--- config.mk ---
export PLATFORM = sky130hd
export DESIGN_NAME = action_table_ctrl
export DESIGN_NICKNAME = d
export VERILOG_FILES = /design/src/rtl/action_table_ctrl.sv
export SDC_FILE = /design/constraint.sdc
export NUM_CORES = 1
export LEC_CHECK = 0
export BUFFER_PORTS_ARGS = -buffer_cell sky130_fd_sc_hd__buf_2
export CAP_MARGIN = 20
export CORE_UTILIZATION = 40
export DETAILED_ROUTE_END_ITERATION = 7
export PLACE_DENSITY = 0.79
export REMOVE_ABC_BUFFERS = 1
export SLEW_MARGIN = 20
export SYNTH_ARGS = -nofsm -noshare
export SYNTH_HDL_FRONTEND = slang
export SYNTH_SLANG_ARGS = --single-unit
--- constraint.sdc ---
create_clock -name clk -period 2.6 [get_ports clk]
set_input_delay 0.26 -clock clk [delete_from_list [all_inputs] [get_ports clk]]
set_output_delay 0.26 -clock clk [all_outputs]
set_load 0.05 [all_outputs]
--- src/rtl/action_table_ctrl.sv ---
`default_nettype none
// ============================================================================
// Module   : action_table_ctrl
// Brief    : Arbiter/sequencer for the single-port action-table RAM: datapath
//            lookups, AXI4-Lite style config access and a zeroing sweep.
// Revision : 1.0 - initial release
// ============================================================================
module action_table_ctrl #(
    parameter int IDX_W      = 10,
    parameter int ENTRY_W    = 26,
    parameter int STARVE_MAX = 8
) (
    input  logic               clk,
    input  logic               rst,
    input  logic               lkp_valid,
    output logic               lkp_ready,
    input  logic               lkp_hit,
    input  logic [15:0]        lkp_flow_id,
    output logic               res_valid,
    output logic               res_match,
    output logic [8:0]         res_action,
    output logic [15:0]        res_flow_id,
    input  logic               cfg_we,
    input  logic               cfg_re,
    input  logic [15:0]        cfg_addr,
    input  logic [31:0]        cfg_wdata,
    output logic               cfg_ack,
    output logic [31:0]        cfg_rdata,
    input  logic               cfg_clr,
    output logic               busy,
    output logic               ram_en,
    output logic               ram_we,
    output logic [IDX_W-1:0]   ram_addr,
    output logic [ENTRY_W-1:0] ram_wdata,
    input  logic [ENTRY_W-1:0] ram_rdata
);

    localparam int                c_ST_W      = $clog2(STARVE_MAX + 1);
    localparam logic [c_ST_W-1:0] c_STARVE    = c_ST_W'(STARVE_MAX);
    localparam logic [IDX_W-1:0]  c_IDX_LAST  = '1;

    typedef enum logic [0:0] {
        S_CLR = 1'b0,
        S_RUN = 1'b1
    } state_t;

    state_t             r_state;
    logic [IDX_W-1:0]   r_idx;
    logic [c_ST_W-1:0]  r_starve;
    logic               r_busy;
    logic               r_cfg_out;
    logic               r_clr_pend;
    logic               r_p1_valid;
    logic               r_p1_hit;
    logic [15:0]        r_p1_flow;
    logic               r_rd_p1;
    logic               r_res_valid;
    logic               r_res_match;
    logic [8:0]         r_res_action;
    logic [15:0]        r_res_flow;
    logic               r_cfg_ack;
    logic [31:0]        r_cfg_rdata;

    logic               w_run_ok;
    logic               w_cfg_pend;
    logic               w_cfg_gnt;
    logic               w_cfg_rd;
    logic               w_lkp_ready;
    logic               w_lkp_acc;
    logic               w_drain_done;
    logic [ENTRY_W-1:0] w_wr_entry;
    logic [8:0]         w_ent_act;
    logic               w_ent_valid;
    logic [15:0]        w_ent_flow;
    logic               w_match;
    logic               w_unused_ok;

    // Arbitration is only open in RUN, and closes as soon as a clear is pending.
    assign w_run_ok     = !rst && (r_state == S_RUN) && !r_clr_pend;
    assign w_cfg_pend   = (cfg_we || cfg_re) && !r_cfg_out;
    assign w_cfg_gnt    = w_run_ok && w_cfg_pend && (!lkp_valid || (r_starve == c_STARVE));
    assign w_cfg_rd     = w_cfg_gnt && !cfg_we;
    assign w_lkp_ready  = w_run_ok && !w_cfg_gnt;
    assign w_lkp_acc    = lkp_valid && w_lkp_ready;
    assign w_drain_done = r_clr_pend && !r_p1_valid && !r_rd_p1 && !r_cfg_out;

    assign w_wr_entry = {cfg_wdata[0], cfg_wdata[1], cfg_wdata[2], cfg_wdata[6:3],
                         cfg_wdata[7], cfg_wdata[8], 1'b1, cfg_addr};

    assign w_ent_act   = {ram_rdata[17], ram_rdata[18], ram_rdata[22:19],
                          ram_rdata[23], ram_rdata[24], ram_rdata[25]};
    assign w_ent_valid = ram_rdata[16];
    assign w_ent_flow  = ram_rdata[15:0];
    assign w_match     = r_p1_hit && w_ent_valid && (w_ent_flow == r_p1_flow);

    assign w_unused_ok = ^cfg_wdata[31:9];

    always_comb begin
        ram_en    = 1'b0;
        ram_we    = 1'b0;
        ram_addr  = lkp_flow_id[IDX_W-1:0];
        ram_wdata = '0;
        if (!rst) begin
            if (r_state == S_CLR) begin
                ram_en   = 1'b1;
                ram_we   = 1'b1;
                ram_addr = r_idx;
            end else if (w_cfg_gnt) begin
                ram_en   = 1'b1;
                ram_we   = cfg_we;
                ram_addr = cfg_addr[IDX_W-1:0];
                if (cfg_we) begin
                    ram_wdata = w_wr_entry;
                end
            end else if (w_lkp_acc && lkp_hit) begin
                ram_en = 1'b1;
            end
        end
    end

    always_ff @(posedge clk) begin
        if (rst) begin
            r_state      <= S_CLR;
            r_idx        <= '0;
            r_busy       <= 1'b1;
            r_starve     <= '0;
            r_cfg_out    <= 1'b0;
            r_clr_pend   <= 1'b0;
            r_p1_valid   <= 1'b0;
            r_p1_hit     <= 1'b0;
            r_p1_flow    <= '0;
            r_rd_p1      <= 1'b0;
            r_res_valid  <= 1'b0;
            r_res_match  <= 1'b0;
            r_res_action <= '0;
            r_res_flow   <= '0;
            r_cfg_ack    <= 1'b0;
            r_cfg_rdata  <= '0;
        end else begin
            r_p1_valid <= w_lkp_acc;
            r_p1_hit   <= w_lkp_acc && lkp_hit;
            r_p1_flow  <= lkp_flow_id;
            r_rd_p1    <= w_cfg_rd;

            r_res_valid  <= r_p1_valid;
            r_res_match  <= r_p1_valid && w_match;
            r_res_action <= (r_p1_valid && w_match) ? w_ent_act : 9'd0;
            r_res_flow   <= r_p1_valid ? r_p1_flow : 16'd0;

            r_cfg_ack <= (w_cfg_gnt && cfg_we) || r_rd_p1;
            if (r_rd_p1) begin
                r_cfg_rdata <= {w_ent_flow, 6'd0, w_ent_valid, w_ent_act};
            end

            // Outstanding stays set through the ack cycle so a held request is not regranted.
            if (w_cfg_gnt) begin
                r_cfg_out <= 1'b1;
            end else if (r_cfg_ack) begin
                r_cfg_out <= 1'b0;
            end

            if (w_cfg_gnt) begin
                r_starve <= '0;
            end else if (w_cfg_pend && w_lkp_acc && (r_starve != c_STARVE)) begin
                r_starve <= r_starve + 1'b1;
            end

            case (r_state)
                S_CLR: begin
                    r_idx <= r_idx + 1'b1;
                    if (r_idx == c_IDX_LAST) begin
                        r_state <= S_RUN;
                        r_busy  <= 1'b0;
                    end
                end
                default: begin
                    if (cfg_clr && !r_clr_pend) begin
                        r_clr_pend <= 1'b1;
                    end else if (w_drain_done) begin
                        r_clr_pend <= 1'b0;
                        r_state    <= S_CLR;
                        r_idx      <= '0;
                        r_busy     <= 1'b1;
                    end
                end
            endcase
        end
    end

    assign lkp_ready   = w_lkp_ready;
    assign res_valid   = r_res_valid;
    assign res_match   = r_res_match;
    assign res_action  = r_res_action;
    assign res_flow_id = r_res_flow;
    assign cfg_ack     = r_cfg_ack;
    assign cfg_rdata   = r_cfg_rdata;
    assign busy        = r_busy;

endmodule
`default_nettype wire

==> results.md <==
* Fin Hold WS at 0.112 ns
* Clock-pin slew on the worst setup and hold paths at 0.09 ns
* Routed length per placed instance at 14.5 um
* Worst skew pair latency at 0.35 ns
* Hold Path Depth at 2
* Headroom to the max-slew limit at 33.6%
* Synth cell types at 40
* Hold Crit Start: lkp_flow_id[10]
* Htree depth at 3
* Area leader, netlist: dfxtp_1
* DR vias/cell at 5.00
* Post-layout min period at 2.55 ns
* Post-Synth Adder-Cell Area at 0.985%
* Layout area overhead at 35.2%
* Ant diodes at 0
* CORE AREA at 9240 um2
* HPWL Detailed at 7.39 mm
* Flop pwr share at 53.3%
* Drt pass-1 iters at 4
* Multiplexer share of the synthesized area at 7.36%
* Initial core utilization at 41.2%
* Input/output buffers at 167
* Area contributors post-synth: dfxtp_1 48%, mux2i_1 7.4%, xnor2_1 4.4%
* Remaining antenna violation count at 0
* Post-synthesis sequential area ratio at 47.8%
* Achievable Freq at 0.391 GHz
* Mapped Cells at 420
* Nets at 684
* Io pins at 197
* Worst-margin pin slew at 0.993 ns
* Max-slew violations at 0
* Largest net degree at the start of global routing at 69
* Final Skew at 0.00911 ns
* Vias after detailed routing at 3587
* Critical Path Source Type: flop
* Reg2reg setup slack at 0.59 ns
* Antenna violations before repair at 0
* Final setup vio count at 0
* RR Startpoint: r_cfg_out
* FP Rows at 35
* Clk sinks at 91
* Hold-fix buffer count after cts at 0
* CP max FO at 10
* Die width at 99.6 um
* Synthesized flop and latch total at 91
* Final WL at 10.4 mm
* Number of global-route vias before repair at 3234
* Psw at 681 uW
* Die area at 9920 um2
* Design Power at 2670 uW
* R2R Path End: r_idx[9]
* Outcome: complete, no violations
* Remaining DRCs at 0
* Worst r2r path cells at 4
* Final period util at 98.3%
* Critical Path RT at 2.34 ns
* Post-synthesis instance area at 3810 um2
* Leakage at 0.00239 uW
* Die height at 99.6 um
* Combinational share of power at 9.9%
* Synth Area in XOR/XNOR at 4.83%
* CP Capture Type: primary output
* Share of the synthesized area in the top cell type at 47.8%
* Worst setup path start: r_starve[0]
* Fin. Hold Viols at 0
* Switching power share of the total at 25.5%
* Crit Path Category: reg -> out
* CTS max path bufs at 2
* Clock buffer count from CTS at 9
* Main combinational cell family by area after synthesis: simple AND/OR/NAND/NOR gates
* P per Cell Area at 519 nW/um2
* Simple-gate share of the synthesized area at 25.3%
* Clock root cell: clkbuf_8
* Overall global routing resource usage at 19.5%
* CTS tree: yes
* Maximum vdd drop at 0.271 mV
* Global placement routability congestion at 0.793
* Layout cells sized above 1 at 35.0%
* Clock power share at 36.7%
* Hold path endpoint: r_p1_flow[10]
* Yosys warns at 0
* Setup TNS at 0 ns
* Max cap viols at 0
* Global-route wire length before repair at 15.3 mm
* Post-Syn Area per Cell at 9.07 um2
* Worst Hold Class: in -> reg
* Compound-gate portion of the synthesized area at 8.18%
* DRT iter0 DRCs at 179
* Int Pwr at 1990 uW
* Grt total ovfl at 0
* Critical Path AT at 2.29 ns
[Yosys cell counts]
cell type and instances:
dfxtp_1 91, nor2_1 40, nand2_1 36, mux2i_1 28, and3_1 25, and2_1 21, xnor2_1 19, nor2b_1 17
nor3_1 16, clkbuf_1 15, inv_1 15, nand3_1 11, o211ai_1 11, a21oi_1 10, nand4_1 9, a22oi_1 8
buf_4 7, buf_1 5, buf_2 5, ha_1 3, o21ai_0 3, a2111oi_2 2, a21o_1 2, o21a_1 2
or2_2 2, or4_1 2, xor2_1 2, a21boi_1 1, a221oi_2 1, a31oi_1 1, and4_1 1, conb_1 1
nand2b_1 1, nand3b_1 1, nand4b_1 1, o21ai_1 1, o32a_1 1, or3_4 1, or3b_4 1, or4b_1 1
[cells in the final DEF (no fill, tap or decap), types with 3 or more instances in the layout]
master / instances
buf_6: 11
nand4_1: 9
mux2i_1: 28
and2_1: 21
clkbuf_8: 10
a22oi_1: 8
xnor2_1: 19
conb_1: 6
o211ai_1: 11
and3_1: 25
inv_1: 14
nor3_1: 16
nand3_1: 11
dfxtp_1: 89
a21oi_1: 10
clkbuf_4: 12
nand2_1: 36
buf_2: 138
buf_4: 16
nor2b_1: 17
clkinvlp_4: 3
nor2_1: 40
o21ai_0: 3
ha_1: 3
[flip-flops by register name, indices dropped and copies added (netlist names), 4 cells and up]
| name | flops |
|---|---|
| r_idx | 10 |
| res_action | 9 |
| r_starve | 4 |
| r_p1_flow | 16 |
| cfg_rdata | 26 |
| res_flow_id | 16 |
[per-layer routing]
layer / vias up / wire, um / global-route usage, %
li1: 1731 / - / -
met1: 1667 / 4130 / 22.2
met2: 170 / 5310 / 35.4
met3: 19 / 735 / 4.29
met4: 0 / 226 / 7.92
met5: - / 0 / 0
[how the worst max path moves through the flow]
stage	slack (ns)	cells after the start	end
final	0.05	8	ram_wdata[21]
after floorplan	-2.00	4	ram_addr[0]
after global placement	0.32	7	ram_addr[0]
after detailed placement	0.28	8	ram_addr[0]
after CTS	0.03	8	ram_addr[1]
after global routing	-0.01	8	ram_addr[0]
[cells by family (layout without fill, tap and decap cells)]
group / after synthesis / after routing
multiplexers: 28 / 28
AO/OA/AOI/OAI: 43 / 43
buffers and inverters: 47 / 211
AND/OR/NAND/NOR: 186 / 186
adder cells (fa/ha/maj): 3 / 3
flip-flops: 91 / 91
other: 1 / 6
XOR/XNOR: 21 / 21
[power by group through the flow]
stage,Sequential (uW),Clock [uW],Combinational (uW)
global route,1430,1050,285
finish,1420,981,266
floorplan,1450,0,132
detailed placement,1460,0,258
global placement,1460,0,252
CTS,1420,996,261
[through the flow]
step                std cells  setup slack, ns  cell area (um2)  utilization (%)
finish                    718           0.0453             5150             55.7
global route              718          -0.0131             5150             55.7
CTS                       712           0.0271             4970             53.8
detailed placement        696            0.283             4750             51.4
global placement          696            0.323             4750             51.4
floorplan                 393            -2.00             3680                -
[worst max-delay path: stages (launching register included)]
cell,delay (ns)
dfxtp_2,0.35
inv_2,0.07
ha_1,0.15
nand3b_1,0.16
a2111oi_4,0.44
buf_6,0.20
clkbuf_4,0.20
and3_1,0.20
buf_6,0.17
[cell type report]
cell class / instances / area (um2)
Fill cell: 823 / 4090
Sequential cell: 91 / 1820
Multi-Input combinational cell: 287 / 1810
Timing Repair Buffer: 180 / 1090
Tap cell: 129 / 161
Clock buffer: 10 / 138
Clock inverter: 6 / 70.1
Inverter: 15 / 56.3
[repair_timing]
item | CTS | global route
pin swaps | 1 | 2
setup endpoints to repair | 2 | 20
setup buffers | 0 | 3
cloned | 0 | 3
resized for setup | 3 | 63
Note: power is estimated with default switching activity, not from simulation.
